`src/rtl/fir_out_packer_if.sv`:
```
// fir_out_packer_if: FIR result input (no backpressure) and AXI4-Stream output of the packer.
interface fir_out_packer_if #(
   parameter int IN_WIDTH  = 32,
   parameter int OUT_WIDTH = 16
);
   logic                 s_tvalid;
   logic [IN_WIDTH-1:0]  s_tdata;
   logic                 m_tvalid;
   logic                 m_tready;
   logic [OUT_WIDTH-1:0] m_tdata;
   logic                 m_tlast;
   modport master (input s_tvalid, s_tdata, m_tready, output m_tvalid, m_tdata, m_tlast);
   modport slave (output s_tvalid, s_tdata, m_tready, input m_tvalid, m_tdata, m_tlast);
endinterface

```
`src/rtl/fir_out_packer.sv`:
```
// fir_out_packer: saturates FIR results to Q1.15 and streams them from a FWFT FIFO
// as AXI4-Stream packets of PKT_LEN samples, with sticky overflow and saturation count.
module fir_out_packer #(
   parameter int IN_WIDTH   = 32,
   parameter int OUT_WIDTH  = 16,
   parameter int FIFO_DEPTH = 16,
   parameter int PKT_LEN    = 64
) (
   input  logic                          clk,
   input  logic                          rst,
   fir_out_packer_if.master              bus,
   input  logic                          clr_ovf,
   output logic                          overflow,
   output logic [15:0]                   sat_count,
   output logic [$clog2(FIFO_DEPTH):0]   level
);
   localparam int AW = $clog2(FIFO_DEPTH);
   localparam int LW = AW + 1;
   localparam int CW = $clog2(PKT_LEN);
   localparam logic [LW-1:0] FULL = LW'(FIFO_DEPTH);
   localparam logic [CW-1:0] LAST = CW'(PKT_LEN - 1);
   logic                          w_hi, w_lo, w_sat;
   logic [OUT_WIDTH-1:0]          w_sat_d;
   logic                          w_vld, w_pop, w_full, w_wr, w_drop, w_tag;
   logic                          r_sat_v;
   logic [OUT_WIDTH-1:0]          r_sat_d;
   logic [15:0]                   r_sat_cnt;
   logic                          r_ovf;
   logic [AW-1:0]                 r_wr_ptr, r_rd_ptr;
   logic [LW-1:0]                 r_level;
   logic [CW-1:0]                 r_pkt;
   logic [OUT_WIDTH:0]            r_mem [FIFO_DEPTH];
   // Out of range iff the bits above the Q1.15 sign disagree with the input sign.
   always_comb begin
      w_hi    = !bus.s_tdata[IN_WIDTH-1] && (|bus.s_tdata[IN_WIDTH-2:OUT_WIDTH-1]);
      w_lo    = bus.s_tdata[IN_WIDTH-1] && !(&bus.s_tdata[IN_WIDTH-2:OUT_WIDTH-1]);
      w_sat   = w_hi || w_lo;
      w_sat_d = w_hi ? {1'b0, {(OUT_WIDTH-1){1'b1}}} :
                w_lo ? {1'b1, {(OUT_WIDTH-1){1'b0}}} : bus.s_tdata[OUT_WIDTH-1:0];
   end
   always_comb begin
      w_vld  = r_level != '0;
      w_pop  = w_vld && bus.m_tready;
      w_full = r_level == FULL;
      w_wr   = r_sat_v && (!w_full || w_pop);
      w_drop = r_sat_v && w_full && !w_pop;
      w_tag  = r_pkt == LAST;
   end
   always_ff @(posedge clk) begin
      if (rst) begin
         r_sat_v <= 1'b0;
         r_sat_d <= '0;
      end else begin
         r_sat_v <= bus.s_tvalid;
         r_sat_d <= w_sat_d;
      end
   end
   // A new event in the clearing cycle wins over clr_ovf.
   always_ff @(posedge clk) begin
      if (rst) begin
         r_sat_cnt <= '0;
         r_ovf     <= 1'b0;
      end else begin
         if (bus.s_tvalid && w_sat)
            r_sat_cnt <= clr_ovf ? 16'd1 : r_sat_cnt + {15'd0, ~&r_sat_cnt};
         else if (clr_ovf)
            r_sat_cnt <= '0;
         if (w_drop)
            r_ovf <= 1'b1;
         else if (clr_ovf)
            r_ovf <= 1'b0;
      end
   end
   // Packet counter moves only on accepted writes, so drops never shorten a packet.
   always_ff @(posedge clk) begin
      if (rst) begin
         r_wr_ptr <= '0;
         r_rd_ptr <= '0;
         r_level  <= '0;
         r_pkt    <= '0;
      end else begin
         if (w_wr) begin
            r_wr_ptr <= r_wr_ptr + AW'(1);
            r_pkt    <= w_tag ? '0 : r_pkt + CW'(1);
         end
         if (w_pop)
            r_rd_ptr <= r_rd_ptr + AW'(1);
         r_level <= r_level + {{AW{1'b0}}, w_wr} - {{AW{1'b0}}, w_pop};
      end
   end
   always_ff @(posedge clk)
      if (w_wr)
         r_mem[r_wr_ptr] <= {w_tag, r_sat_d};
   assign bus.m_tvalid = w_vld;
   assign bus.m_tdata  = w_vld ? r_mem[r_rd_ptr][OUT_WIDTH-1:0] : '0;
   assign bus.m_tlast  = w_vld && r_mem[r_rd_ptr][OUT_WIDTH];
   assign overflow     = r_ovf;
   assign sat_count    = r_sat_cnt;
   assign level        = r_level;
endmodule

```
`src/flat_wrapper.sv`:
```
// flat-port wrapper written by rule: the top's interface ports become plain ports
module fir_out_packer_flat 
#(
   parameter int IN_WIDTH   = 32,
   parameter int OUT_WIDTH  = 16,
   parameter int FIFO_DEPTH = 16,
   parameter int PKT_LEN    = 64
)
  (clk, rst, clr_ovf, overflow, sat_count, level, bus_s_tvalid, bus_s_tdata, bus_m_tready, bus_m_tvalid, bus_m_tdata, bus_m_tlast);
  fir_out_packer_if #(.IN_WIDTH(IN_WIDTH), .OUT_WIDTH(OUT_WIDTH)) bus_i ();
  input  logic clk;
  input  logic rst;
  input  logic clr_ovf;
  output logic overflow;
  output logic [15:0] sat_count;
  output logic [$clog2(FIFO_DEPTH):0] level;
  input wire logic [$bits(bus_i.s_tvalid)-1:0] bus_s_tvalid;
  input wire logic [$bits(bus_i.s_tdata)-1:0] bus_s_tdata;
  input wire logic [$bits(bus_i.m_tready)-1:0] bus_m_tready;
  output wire logic [$bits(bus_i.m_tvalid)-1:0] bus_m_tvalid;
  output wire logic [$bits(bus_i.m_tdata)-1:0] bus_m_tdata;
  output wire logic [$bits(bus_i.m_tlast)-1:0] bus_m_tlast;
  assign bus_i.s_tvalid = bus_s_tvalid;
  assign bus_i.s_tdata = bus_s_tdata;
  assign bus_i.m_tready = bus_m_tready;
  assign bus_m_tvalid = bus_i.m_tvalid;
  assign bus_m_tdata = bus_i.m_tdata;
  assign bus_m_tlast = bus_i.m_tlast;
  fir_out_packer #(.IN_WIDTH(IN_WIDTH), .OUT_WIDTH(OUT_WIDTH), .FIFO_DEPTH(FIFO_DEPTH), .PKT_LEN(PKT_LEN)) u_core (.clk(clk), .rst(rst), .bus(bus_i), .clr_ovf(clr_ovf), .overflow(overflow), .sat_count(sat_count), .level(level));
endmodule
```
`config.mk`:
```
export PLATFORM = sky130hd
export DESIGN_NAME = fir_out_packer_flat
export DESIGN_NICKNAME = d
export VERILOG_FILES = /design/src/rtl/fir_out_packer_if.sv /design/src/rtl/fir_out_packer.sv /design/src/flat_wrapper.sv
export SDC_FILE = /design/constraint.sdc
export NUM_CORES = 1
export LEC_CHECK = 0
export ABC_AREA = 1
export CAP_MARGIN = 20
export CORE_MARGIN = 10
export CORE_UTILIZATION = 60
export DETAILED_ROUTE_END_ITERATION = 6
export PLACE_DENSITY = 0.8
export SLEW_MARGIN = 20
export SYNTH_ARGS = -nofsm -noshare
export SYNTH_HDL_FRONTEND = slang
export SYNTH_SLANG_ARGS = --single-unit
```
`constraint.sdc`:
```
create_clock -name clk -period 2.64 [get_ports clk]
set_input_delay 0.396 -clock clk [delete_from_list [all_inputs] [get_ports clk]]
set_output_delay 0.396 -clock clk [all_outputs]
set_load 0.05 [all_outputs]
```
# Word level (Yosys, flattened, before mapping)
# Memory sizes are Yosys's and may differ from the RTL's. A register that Yosys moved wholly into a read port is not among the register bits.
# Cells that the tools add are included.
# totals
out_inout_bits,40
memories,1
ff_bits,53
wordCells,53
mem_bits_rw,272
in_bits,37
# op_classes
addsub,6
eq_ne,2
n_reduce_logical,22
n_mux,13
# memory_table
name,words,width,read_ports,rd_clocked_by_memory_dff,write_ports,line,rtl
u_core.r_mem,16,17,1,1,1,fir_out_packer.sv:32,logic [OUT_WIDTH:0] r_mem [FIFO_DEPTH];
# op_table
op,count
two-way mux 16 bit,5
AND reduction 16 bit,2
adder 16 x 1 -> 16 bit,1
OR reduction 16 bit,1
two-way mux 15 bit,1
"adder 4 x 1 -> 4 bit, second input constant",2
logical AND 1 bit,8
two-way mux 4 bit,2
"adder 6 x 1 -> 6 bit, second input constant",1
"equality test 6 bit, second input constant",1
two-way mux 6 bit,1
adder 5 x 1 -> 5 bit,1
"equality test 5 bit, second input constant",1
logical NOT 1 bit,5
nonzero test 5 bit,1
subtractor 5 x 1 -> 5 bit,1
two-way mux 1 bit,4
nonzero test 2 bit,2
logical OR 1 bit,2
OR reduction 2 bit,1

# Depth between registers and ports, before layout
# logic_depth
depth_word,6
ltp_mapped,15
depth_no_buf,15

# Worst setup path after synthesis
# Ideal clock, no wire load.
# synth_timing
path_type,register -> output
startpoint,register u_core.r_level[2] (netlist: u_core.level[2])
endpoint,output bus_m_tdata[10]
path_buffers,1
setup_slack_ns,-0.543
required_ns,2.244
arrival_time_ns,2.787
path_stages_with_launch,9
cell_sequence,dfxtp_1 -> inv_1 -> ha_1 -> nand2_1 -> nor2_1 -> nand2_1 -> clkinv_1 -> clkbuf_1 -> a21oi_1
# synth_between
elab_chain_cells,2
# synth_rtl
item,line,rtl
from (decl),fir_out_packer.sv:30,logic [LW-1:0] r_level;
from (signal assigned),fir_out_packer.sv:88,"r_level <= r_level + {{AW{1'b0}}, w_wr} - {{AW{1'b0}}, w_pop};"
nonzero test 5 bit,fir_out_packer.sv:42,w_vld = r_level != '0;
net bus_m_tvalid,flat_wrapper.sv:20,output wire logic [$bits(bus_i.m_tvalid)-1:0] bus_m_tvalid;
two-way mux 16 bit,fir_out_packer.sv:95,assign bus.m_tdata = w_vld ? r_mem[r_rd_ptr][OUT_WIDTH-1:0] : '0;
to (decl),flat_wrapper.sv:21,output wire logic [$bits(bus_i.m_tdata)-1:0] bus_m_tdata;
# The timed path passes the listed nets, and every way through them passes these cells.

==> results.md <==
- Outcome: finished with violations
- Violated checks: setup timing
- Area leader, netlist: edfxtp_1
- PortBufs: 76
- Initial Utilization: 0.607
- Register area share after synthesis: 0.679
- GRT met1 Usage: 0.293
- Top cells by area, synth: edfxtp_1, dfxtp_1, nor2_1
- Multi-input logic area: 0.00414 sq mm
- WL final: 36900 um
- Crit Path Class: reg2out
- Tmin final: 2720 ps
- Initial detailed-routing violation count: 1324
- Sink Count: 329
- F_max: 368 MHz
- Hold depth: 3
- Clock Tree Buf Depth: 3
- Vias in the first global route: 9752
- Total global routing overflow: 0
- Crit. End Element: output pin
- Hold path startpoint: bus_s_tdata[7]
- Syn nets: 1190
- Global routing met3 resource utilization: 0.0525
- Die H: 171 um
- Worst Clk Skew: 23.1 ps
- Final HPWL from detailed placement: 20000 um
- Largest net degree at the start of global routing: 55
- Initial antenna violation count: 1
- Setup violators final: 7
- RSZ-0062 raised after global routing: yes
- Yosys warns: 0
- Worst rel slew slack: 0.489
- MaxCap Viol Count: 0
- Core Footprint: 0.0226 sq mm
- Crit-path max FO: 14
- Post-synthesis cell type count: 39
- Post-route DRC: 0
- CTS tree: yes
- GR Util met2: 0.379
- Type of origin of the critical path: register
- Pre-CTS setup slack: 78.5 ps
- Critical Path AT: 2320 ps
- DR pass1 iterations: 6
- Synth top area share: 0.596
- Final Power: 15.6 mW
- Vias: 9833
- Busiest grt layer: met2
- Final Hold Viols: 0
- Static Leak: 5.76 nW
- Die area: 0.0293 sq mm
- First-pass GRT wire length: 52900 um
- Slew @ Worst Pin: 765 ps
- Nets: 1308
- TritonCTS buffer count: 31
- Buffers & Inverters on Critical Path: 3
- CP required: 2240 ps
- Period Utilization, post-route: 1.03
- Antenna viol nets, final: 0
- Register Area: 0.00932 sq mm
- Clk slew on worst S/H paths: 60 ps
- Routed WL per cell: 23.6 um
- Fraction of layout cells with a size suffix above 1: 0.181
- Skew-Pair Late Insertion Delay: 570 ps
- Antenna Cells: 0
- Levels on crit path: 7
- Hold Slack: 427 ps
- Mean Syn Cell Area: 12.0 sq um
- Util after Layout: 0.749
- Maximum vdd drop: 0.000701 V
- Flop2flop setup slack: 190 ps
- Area delta synth->final: 23.3%
- Reg2Reg Depth: 15
- Row cnt: 55
- CTS H-tree lvls: 1
- Setup WS post-layout: -80.8 ps
- Via density per instance: 6.29
- Cells after Synth: 1138
- Post-synth design cell area: 0.0137 sq mm
- Root buffer cell: clkbuf_16
- Hold path endpoint: u_core.r_sat_d[7]
- Hold-fix buffers, CTS: 0
- Placer congestion estimate: 0.868
- Cell Pwr Density: 924 mW/mm^2
- Max incr delay on CP: 460 ps
- Die width: 171 um
- Crit-path cells: buf_4 -> clkbuf_16 -> o21ai_0 -> o221ai_1 -> nand3_2 -> a21oi_4 -> buf_12
- Fillers: 1373
- Reg-to-Reg Start: u_core.sat_count[9]
- Delay-heaviest family, CP: compound AO/OA/AOI/OAI gates
- Min-delay worst type: in2reg
- Synth Register Bits: 329
- Slowest CP cell: dfxtp_4
- Max-slew violation count: 0
- FF-to-FF End: u_core.sat_count[15]
- Total Routing Usage GR: 0.232
- IO Count: 77
[layout by cell type (no fill, tap or decap), drive strengths merged]
cell,count
and3,2
xor2,11
fa,1
nand4,10
or2,1
buf,84
dfxtp,57
dlymetal6s2s,1
nand3,60
nand2,81
clkdlybuf4s50,58
clkbuf,47
ha,14
o221ai,51
a21oi,59
xnor2,2
a31oi,1
edfxtp,272
nor3,2
nor2,212
o21bai,69
nor4,1
inv,43
o21a,17
clkinvlp,2
o211ai,17
o21ai,85
bufinv,6
clkinv,13
[synth_stat cells, drive strengths merged]
library cell,number
a21oi,59
a31oi,1
and3,2
buf,32
clkbuf,34
clkinv,3
dfxtp,57
edfxtp,272
fa,1
ha,14
inv,44
nand2,81
nand3,60
nand4,10
nor2,212
nor3,2
nor4,1
o211ai,17
o21a,17
o21ai,85
o21bai,69
o221ai,51
or2,1
xnor2,2
xor2,11
[worst min-delay path, stage by stage]
cell and delay [ps]:
clkdlybuf4s50_1 450, a21oi_1 40, nor2_1 60
[cell type report]
class | count | share of cell area
clock buffer | 39 | 0.0477
tap | 285 | 0.0211
multi-input combinational | 696 | 0.245
timing repair buffer | 151 | 0.108
inverter | 47 | 0.0114
clock inverter | 17 | 0.0148
sequential | 329 | 0.551
[worst max path at each step]
stage / start / end
final: register / bus_m_tdata[1]
after global routing: register / bus_m_tlast
after CTS: register / bus_m_tdata[13]
after detailed placement: bus_m_tready / u_core.level[4]
after global placement: bus_m_tready / u_core.level[4]
after floorplan: u_core.level[2] / u_core.level[4]
[through the flow]
stage / setup TNS (ps) / area [sq um] / instances
floorplan: 0 / 13800 / 1138
detailed placement: 0 / 15300 / 1485
finish: -346 / 16900 / 1564
CTS: -57.3 / 16500 / 1549
global placement: 0 / 15300 / 1485
global route: -1180 / 16900 / 1564
[layer usage]
layer | part of all wire | wire (um)
met1 | 0.37 | 13700
met2 | 0.49 | 17900
met3 | 0.11 | 4180
met4 | 0.029 | 1090
met5 | 0.00033 | 12
[where the power goes]
part | switching [mW] | internal (mW) | total (mW)
clock | 1.94 | 2.75 | 4.69
combinational | 2.95 | 2.07 | 5.02
sequential | 0.174 | 5.73 | 5.91
[logic make-up (layout without fill, tap and decap cells)]
logic type,count (synthesis),after routing,synth area share
compound gates,299,299,0.146
xor+xnor,13,13,0.00830
fa+ha+maj,15,15,0.0142
buf+inv,113,254,0.0364
flops,329,329,0.679
simple gates,369,369,0.116
[sequential cells by signal, indices dropped and copies added (netlist names), named ones only]
register / flops
u_core.r_wr_ptr: 4
u_core.overflow: 1
u_core.r_sat_v: 1
u_core.r_mem: 272
u_core.r_pkt: 6
u_core.r_sat_d: 16
u_core.sat_count: 16
u_core.level: 5
u_core.r_rd_ptr: 4
[what timing repair did]
item                       in CTS  in global routing
setup endpoints to repair      17                 19
buffers inserted                6                  8
pin swaps                       5                 24
cloned                          2                  8
hold endpoints to repair        0                  0
resized for setup              20                 31
(Power assumes the default switching activity.)
